==> config.mk <==
export PLATFORM = sky130hd
export DESIGN_NAME = score_ram_neighbour_reader_flat
export DESIGN_NICKNAME = d
export VERILOG_FILES = /design/src/rtl/score_ram_neighbour_reader_if.sv /design/src/rtl/score_ram_neighbour_reader.sv /design/src/flat_wrapper.sv
export SDC_FILE = /design/constraint.sdc
export NUM_CORES = 1
export LEC_CHECK = 0
export CORE_ASPECT_RATIO = 1.2
export CORE_UTILIZATION = 52
export CTS_CLUSTER_SIZE = 14
export DETAILED_ROUTE_END_ITERATION = 6
export PLACE_DENSITY = 0.8
export SETUP_SLACK_MARGIN = 0.05
export SLEW_MARGIN = 30
export SYNTH_ARGS = -nofsm -noshare
export SYNTH_HDL_FRONTEND = slang
export SYNTH_SLANG_ARGS = --single-unit
export TNS_END_PERCENT = 1
==> constraint.sdc <==
create_clock -name clk -period 3.75 [get_ports clk]
set_input_delay 0.375 -clock clk [delete_from_list [all_inputs] [get_ports clk]]
set_output_delay 0.375 -clock clk [all_outputs]
set_load 0.01 [all_outputs]
==> src/rtl/score_ram_neighbour_reader_if.sv <==
// Bundle of request, score-RAM read and neighbour-result signals for the NW
// score RAM neighbour reader. The slave modport is the reader itself; the
// master modport is its environment (fill controller, RAM and cell scorer).
interface score_ram_neighbour_reader_if #(
  parameter int unsigned N      = 8,
  parameter int unsigned IDX_W  = 4,
  parameter int unsigned ADDR_W = 7,
  parameter int unsigned DATA_W = 8
);
  logic              req;
  logic [IDX_W-1:0]  row_i;
  logic [IDX_W-1:0]  col_j;
  logic              ready;
  logic              ram_rd_en;
  logic [ADDR_W-1:0] ram_addr;
  logic [DATA_W-1:0] ram_dout;
  logic [DATA_W-1:0] diag;
  logic [DATA_W-1:0] up;
  logic [DATA_W-1:0] left;
  logic              valid;
  logic              err;
  logic [1:0]        phase;

  modport slave (
    input  req, row_i, col_j, ram_dout,
    output ready, ram_rd_en, ram_addr, diag, up, left, valid, err, phase
  );

  modport master (
    output req, row_i, col_j, ram_dout,
    input  ready, ram_rd_en, ram_addr, diag, up, left, valid, err, phase
  );
endinterface

==> src/rtl/score_ram_neighbour_reader.sv <==
// Read-side sequencer for the NW score RAM. For an accepted cell (i,j) it
// reads diag (i-1,j-1), up (i-1,j) and left (i,j-1) on three consecutive
// cycles, captures the returned scores one cycle later each, and pulses
// valid once all three are held. Illegal cells are rejected with err.
module score_ram_neighbour_reader #(
  parameter int unsigned N      = 8,
  parameter int unsigned IDX_W  = 4,
  parameter int unsigned ADDR_W = 7,
  parameter int unsigned DATA_W = 8
) (
  input logic                        clk,
  input logic                        rst,
  score_ram_neighbour_reader_if.slave bus
);

  typedef enum logic [2:0] {
    StIdle,
    StRdDiag,
    StRdUp,
    StRdLeft,
    StCapLast,
    StDone
  } state_e;

  localparam logic [IDX_W-1:0] MaxIdx = IDX_W'(N);
  localparam int unsigned      Stride = N + 1;
  localparam logic [IDX_W-1:0] One    = IDX_W'(1);

  state_e           state;
  logic [IDX_W-1:0] row_q;
  logic [IDX_W-1:0] col_q;
  logic             req_bad;

  // Row-major address of cell (r,c); widened before the multiply so legal
  // indices never wrap.
  function automatic logic [ADDR_W-1:0] cell_addr(input logic [IDX_W-1:0] r,
                                                  input logic [IDX_W-1:0] c);
    return ADDR_W'(32'(r) * Stride + 32'(c));
  endfunction

  // Row 0 / column 0 have no upper/left neighbours; indices past N are off-matrix.
  always_comb begin
    req_bad = (bus.row_i == '0) || (bus.col_j == '0) ||
              (bus.row_i > MaxIdx) || (bus.col_j > MaxIdx);
  end

  // Sequencer FSM with all outputs registered.
  always_ff @(posedge clk) begin
    if (rst) begin
      state         <= StIdle;
      row_q         <= '0;
      col_q         <= '0;
      bus.ready     <= 1'b1;
      bus.ram_rd_en <= 1'b0;
      bus.ram_addr  <= '0;
      bus.diag      <= {DATA_W{1'b0}};
      bus.up        <= {DATA_W{1'b0}};
      bus.left      <= {DATA_W{1'b0}};
      bus.valid     <= 1'b0;
      bus.err       <= 1'b0;
      bus.phase     <= 2'd3;
    end else begin
      bus.valid <= 1'b0;
      bus.err   <= 1'b0;
      unique case (state)
        StIdle: begin
          if (bus.req) begin
            if (req_bad) begin
              bus.err <= 1'b1;
            end else begin
              row_q         <= bus.row_i;
              col_q         <= bus.col_j;
              state         <= StRdDiag;
              bus.ready     <= 1'b0;
              bus.ram_rd_en <= 1'b1;
              bus.ram_addr  <= cell_addr(bus.row_i - One, bus.col_j - One);
              bus.phase     <= 2'd0;
            end
          end
        end
        StRdDiag: begin
          state        <= StRdUp;
          bus.ram_addr <= cell_addr(row_q - One, col_q);
          bus.phase    <= 2'd1;
        end
        StRdUp: begin
          // Diagonal read data returns now.
          state        <= StRdLeft;
          bus.ram_addr <= cell_addr(row_q, col_q - One);
          bus.phase    <= 2'd2;
          bus.diag     <= bus.ram_dout;
        end
        StRdLeft: begin
          state         <= StCapLast;
          bus.ram_rd_en <= 1'b0;
          bus.phase     <= 2'd3;
          bus.up        <= bus.ram_dout;
        end
        StCapLast: begin
          state     <= StDone;
          bus.valid <= 1'b1;
          bus.left  <= bus.ram_dout;
        end
        StDone: begin
          state     <= StIdle;
          bus.ready <= 1'b1;
        end
        default: begin
          state         <= StIdle;
          bus.ready     <= 1'b1;
          bus.ram_rd_en <= 1'b0;
          bus.phase     <= 2'd3;
        end
      endcase
    end
  end

endmodule

==> src/flat_wrapper.sv <==
// flat-port wrapper written by rule: the top's interface ports become plain ports
module score_ram_neighbour_reader_flat 
#(
  parameter int unsigned N      = 8,
  parameter int unsigned IDX_W  = 4,
  parameter int unsigned ADDR_W = 7,
  parameter int unsigned DATA_W = 8
)
  (clk, rst, bus_req, bus_row_i, bus_col_j, bus_ram_dout, bus_ready, bus_ram_rd_en, bus_ram_addr, bus_diag, bus_up, bus_left, bus_valid, bus_err, bus_phase);
  score_ram_neighbour_reader_if #(.N(N), .IDX_W(IDX_W), .ADDR_W(ADDR_W), .DATA_W(DATA_W)) bus_i ();
  input logic clk;
  input logic rst;
  input wire logic [$bits(bus_i.req)-1:0] bus_req;
  input wire logic [$bits(bus_i.row_i)-1:0] bus_row_i;
  input wire logic [$bits(bus_i.col_j)-1:0] bus_col_j;
  input wire logic [$bits(bus_i.ram_dout)-1:0] bus_ram_dout;
  output wire logic [$bits(bus_i.ready)-1:0] bus_ready;
  output wire logic [$bits(bus_i.ram_rd_en)-1:0] bus_ram_rd_en;
  output wire logic [$bits(bus_i.ram_addr)-1:0] bus_ram_addr;
  output wire logic [$bits(bus_i.diag)-1:0] bus_diag;
  output wire logic [$bits(bus_i.up)-1:0] bus_up;
  output wire logic [$bits(bus_i.left)-1:0] bus_left;
  output wire logic [$bits(bus_i.valid)-1:0] bus_valid;
  output wire logic [$bits(bus_i.err)-1:0] bus_err;
  output wire logic [$bits(bus_i.phase)-1:0] bus_phase;
  assign bus_i.req = bus_req;
  assign bus_i.row_i = bus_row_i;
  assign bus_i.col_j = bus_col_j;
  assign bus_i.ram_dout = bus_ram_dout;
  assign bus_ready = bus_i.ready;
  assign bus_ram_rd_en = bus_i.ram_rd_en;
  assign bus_ram_addr = bus_i.ram_addr;
  assign bus_diag = bus_i.diag;
  assign bus_up = bus_i.up;
  assign bus_left = bus_i.left;
  assign bus_valid = bus_i.valid;
  assign bus_err = bus_i.err;
  assign bus_phase = bus_i.phase;
  score_ram_neighbour_reader #(.N(N), .IDX_W(IDX_W), .ADDR_W(ADDR_W), .DATA_W(DATA_W)) u_core (.clk(clk), .rst(rst), .bus(bus_i));
endmodule
=== Yosys cells after proc, flatten, opt, wreduce, memory -nomap -nowiden ===
Index checks and enable logic that the tools add are counted.

* Add/sub/neg operators: 7
* Multiply operators: 3
* Div/mod/pow operators: 0
* $lt $le $gt $ge: 2
* Equality and inequality tests: 7
* Shift-type cells: 0
* Multiplexer cells: 17
* Bitwise gates (word level): 6
* Reduce and logical (&&, ||, !) cells: 17

{| class="wikitable"
|+ Operator list
! operator !! number
|-
| $add A7 B4 Y7 || 3
|-
| $mul A4 B4 Y7 const B || 3
|-
| $pmux W7 S3 || 1
|-
| $sub A4 B1 Y4 const B || 4
|-
| $pmux W3 S5 || 1
|-
| $reduce_and A3 Y1 || 5
|-
| $mux W7 || 2
|-
| $gt A4 B4 Y1 const B || 2
|-
| $logic_not A4 Y1 || 2
|-
| $pmux W2 S4 || 1
|-
| $reduce_or A4 Y1 || 2
|-
| $eq A3 B2 Y1 const B || 2
|-
| $eq A3 B3 Y1 const B || 2
|-
| $mux W1 || 6
|-
| $mux W3 || 2
|-
| $not A1 Y1 || 6
|-
| $mux W2 || 2
|-
| $ne A2 B2 Y1 const B || 2
|-
| $pmux W1 S2 || 2
|-
| $eq A3 B1 Y1 const B || 1
|-
| $logic_not A3 Y1 || 1
|-
| $logic_or A1 B1 Y1 || 3
|-
| $reduce_bool A3 Y1 || 1
|-
| $reduce_or A3 Y1 || 1
|-
| other kinds (2) || 2
|}

* Register bits after elaboration: 48
* Latch bits: 0
* Memory bits (writable): 0
* ROM bits: 0
* Bits of input ports: 19
* Output and inout port bits: 37
* Logic and storage cells: 71
* Memories kept: 0

=== Longest topological paths before layout ===
* Depth in word-level cells: 7
* Gate-level depth with buffers: 12
* Depth with buffers taken out: 12

=== Worst setup path after synthesis ===
OpenSTA, ideal clock, no wires.

* Kind: input to register
* Start point: in bus_row_i[0]
* End point: reg u_core.bus.ram_addr[5]
* Setup time: 0.134 ns
* Arrival: 2.514 ns
* Required time: 3.616 ns
* Path slack: 1.102 ns
* Stages on the path: 11
* Path buffers: 0
* Cells stage by stage: nor3_1 > xor2_1 > ha_1 > ha_1 > ha_1 > a21o_1 > a21oi_1 > xnor2_1 > a211oi_1 > a2bb2oi_1 > a211oi_1

* Cells in the longest elaborated chain, start to end: 6
* Elaborated cells on any way between the ends: 13
* Classes of those cells: add/sub: 2; mul: 1; order compare: 1; eq/ne: 1; mux: 3; reduce/logical: 5

{| class="wikitable"
|+ Ends and longest elaborated chain
! element !! RTL line !! source
|-
| start, declared || flat_wrapper.sv:14 || <nowiki>input wire logic [$bits(bus_i.row_i)-1:0] bus_row_i;</nowiki>
|-
| $sub A4 B1 Y4 or $logic_not A4 Y1 (tied branches) || score_ram_neighbour_reader.sv:76, score_ram_neighbour_reader.sv:43 ||
|-
| $mul A4 B4 Y7 or $logic_or A1 B1 Y1 (tied branches) || score_ram_neighbour_reader.sv:38, score_ram_neighbour_reader.sv:43 ||
|-
| $add A7 B4 Y7 or $logic_or A1 B1 Y1 (tied branches) || score_ram_neighbour_reader.sv:38, score_ram_neighbour_reader.sv:43 ||
|-
| $mux W7 or $logic_or A1 B1 Y1 (tied branches) || score_ram_neighbour_reader.sv:68, score_ram_neighbour_reader.sv:44 ||
|-
| $mux W7 or $ne A2 B2 Y1 (tied branches) || -- ||
|-
| $pmux W7 S3 or $reduce_and A3 Y1 (tied branches) || -- ||
|-
| end signal, assigned || score_ram_neighbour_reader.sv:76 || <nowiki>bus.ram_addr <= cell_addr(bus.row_i - One, bus.col_j - One);</nowiki>
|-
| end signal, assigned || score_ram_neighbour_reader.sv:83 || <nowiki>bus.ram_addr <= cell_addr(row_q - One, col_q);</nowiki>
|-
| end signal, assigned || score_ram_neighbour_reader.sv:89 || <nowiki>bus.ram_addr <= cell_addr(row_q, col_q - One);</nowiki>
|-
| end, declared || score_ram_neighbour_reader_if.sv:26 || <nowiki>output ready, ram_rd_en, ram_addr, diag, up, left, valid, err, phase</nowiki>
|}

Parallel ways exist; a longest one is shown, timed or not. The select of a mux whose other input is x is not followed.
A chain may end at the register's enable or synchronous reset.

=== Final worst setup path ===
* Start point: in bus_row_i[2]
* End point: reg u_core.bus.ram_addr[5]

Same word-level chain as after synthesis.

==> impl_results.md <==
* FILL cells at 410
* Sequential element share of the synthesized area at 33.88%
* Skew-Pair Late Insertion Delay at 0.29 ns
* Final std cells w/o fill at 426
* Gr ovfl total at 0
* Startpoint Class: input port
* Final setup viols at 0
* Buffers on Ports at 55
* Design area at 3535 um2
* RSZ-0062 raised after global routing: false
* Routed len/inst at 15.50 um
* Initial antenna violation count at 0
* Row count at 29
* Hold depth at 2
* Power per cell area at 384.1 nW/um2
* Syn Area/Cell at 9.062 um2
* WS Path Type: in -> reg
* Pleak at 0.001527 uW
* WP data required at 3.91 ns
* Routed Antenna Nets at 0
* ANT cells at 0
* Initial DRC count at 122
* Post_cts resized at 0
* Dominant cells by area after synthesis: dfxtp_1 (34%), ha_1 (17%), a21oi_1 (5.5%), nand2_1 (5.3%), mux2i_1 (4.2%)
* DP Cell Count at 419
* CTS clk-pin slew, worst paths at 0.08 ns
* R2r worst-path depth at 11
* Crit end category: register
* GRT Util Overall at 23.66%
* Post-CTS Hold Buffers at 0
* Routed via count at 2,414
* Status: finished, final reports clean
* Largest net degree at the start of global routing at 30
* Avg Vias per Cell at 5.667
* Hold Path End: u_core.bus.left[3]
* Final period utilization at 84.20%
* Netlist cell types at 46
* Reg2reg start: u_core.row_q[1]
* Nets@finish at 424
* Commonest non-fill, non-tap cells in the layout: clkdlybuf4s50_1 (54), dfxtp_1 (48), nand2_1 (40)
* Max Root-Sink Buffers at 2
* Async S/R FF share, synth at 0%
* Initial Util at 53.91%
* Hold Crit Class: reg -> reg
* Layout cells sized above 1 at 5.495%
* #FFs+latches synth at 48
* Horiz. Die Dim at 69.42 um
* Clk sinks at 48
* EDFF count, synth at 0
* Worst hold margin at 0.4592 ns
* Hold Path Origin: u_core.bus.left[3]
* Overall power at 1358 uW
* R2r setup slk at 0.84 ns
* Gpl congestion at 0.8614
* WL final at 6605 um
* CTS H-tree depth at 2
* I/O pin count at 56
* Arr. time, crit path at 3.31 ns
* TritonCTS clock tree: built
* Synthesis Warnings at 0
* Syn_nets at 373
* Global-route wire length before repair at 11,050 um
* Synth top area share at 33.88%
* Final hold violation count at 0
* Commonest non-fill, non-tap cell in the layout: clkdlybuf4s50_1
* DRC viols at 0
* Slew of the pin with the lowest slew margin at 0.6318 ns
* Vias in the first global route at 2,343
* P&R area growth vs syn at 24.61%
* Root Driver: clkbuf_8
* Setup TNS at 0 ns
* Number of detailed-route iterations in the first pass at 4
* Tmin final at 3.158 ns
* Num CTS Buffers at 5
* Die Height at 82.91 um
* DP Wirelength at 5023 um
* Setup Fix Bufs, Post-CTS at 0
* Mapped cell area at 2836 um2
* Synth Instances at 313
* Core area at 5261 um2
* Top FF cell, synth: dfxtp_1
* Cell Area, Placed at 3406 um2
* Fin. max-slew vios at 0
* Cell taking the most area after synthesis: dfxtp_1
* Area of the die at 5755 um2
* Critical Path Fanout Max at 4
* Max Cap Viol at 0
* Fmax at 316.7 MHz
* Max-slew headroom at 57.75%
* Worst r2r dst: u_core.bus.ram_addr[6]
* Peak VDD IR at 0.2012 mV
* Worst Clk Skew at 0.004386 ns
Yosys cell counts, drive strengths merged (3+ instances only):
master  number
a21oi       32
dfxtp       48
clkbuf       6
inv         15
nor2        31
ha          38
a311oi       3
xnor2        9
nand2b       3
fa           3
a211oi       8
mux2i       12
nand2       40
nor3         7
xor2        11
o21bai       4
o21ai        4
a21o         7
buf          7
worst max-delay path, stage by stage:
cell	delay (ns)
clkdlybuf4s50_1	0.48
nor3_1	0.27
xor2_1	0.26
ha_1	0.28
ha_1	0.29
ha_1	0.36
a21o_1	0.17
a21oi_1	0.22
xnor2_1	0.10
a211oi_1	0.24
a2bb2oi_1	0.17
a211oi_1	0.09
cell families (layout without fill, tap and decap cells):
family                   count (synthesis)  count (layout)  share of synthesized area (%)
adder cells (fa/ha/maj)                 41              41                          18.88
AO/OA/AOI/OAI                           71              71                          17.07
AND/OR/NAND/NOR                         93              93                          14.82
multiplexers                            12              12                          4.235
XOR/XNOR                                20              20                          6.705
flip-flops                              48              48                          33.88
buffers and inverters                   28              79                          4.411
per-layer routing:
layer	wire length, um	vias up	global-route usage, %
li1	-	1186	-
met1	2986	1155	30.65
met2	3253	65	41.22
met3	286	8	3.641
met4	78	0	5.195
met5	0	-	0
where the power goes:
group          leakage, uW  internal, uW  switching (uW)
Sequential        0.000389           533            20.3
Clock            0.0000642           262             168
Combinational      0.00107           181             194
Total              0.00153           976             382
metrics by stage:
| stage | util, % | worst slack (ns) |
|---|---|---|
| final | 67.18 | 0.5925 |
| after global routing | 67.18 | 0.4494 |
| after CTS | 67.18 | 0.6174 |
| after detailed placement | 64.73 | 0.3154 |
| after global placement | 64.83 | 0.4793 |
| after floorplan | - | 1.102 |
flip-flops by register name, summed over array words and instances (netlist names):
register / flops
u_core.state: 3
u_core.bus.valid: 1
u_core.bus.ram_rd_en: 1
u_core.bus.ram_addr: 7
u_core.bus.left: 8
u_core.bus.diag: 8
u_core.bus.err: 1
u_core.col_q: 4
u_core.bus.phase: 2
u_core.bus.up: 8
u_core.bus.ready: 1
u_core.row_q: 4
how the worst max path moves through the flow:
stage            startpoint  slack [ns]                      to  cells past startpoint
2_1_floorplan  bus_row_i[0]        1.10  u_core.bus.ram_addr[5]                     11
3_3_place_gp   bus_row_i[2]        0.48  u_core.bus.ram_addr[5]                     12
3_5_place_dp   bus_row_i[2]        0.32  u_core.bus.ram_addr[5]                     12
4_1_cts        bus_row_i[2]        0.62  u_core.bus.ram_addr[5]                     12
5_1_grt        bus_row_i[2]        0.45  u_core.bus.ram_addr[6]                     12
6_report       bus_row_i[2]        0.59  u_core.bus.ram_addr[5]                     12
area by class of cell:
| type | count | area (um2) | area share, % |
|---|---|---|---|
| Clock buffer | 5 | 68.82 | 1.947 |
| Clock inverter | 2 | 60.06 | 1.699 |
| Inverter | 15 | 56.30 | 1.593 |
| Timing Repair Buffer | 57 | 560.5 | 15.86 |
| Tap cell | 62 | 77.57 | 2.195 |
| Sequential cell | 48 | 960.9 | 27.19 |
| Multi-Input combinational cell | 237 | 1750 | 49.52 |
No activity file was read; power rests on OpenSTA's default activity.
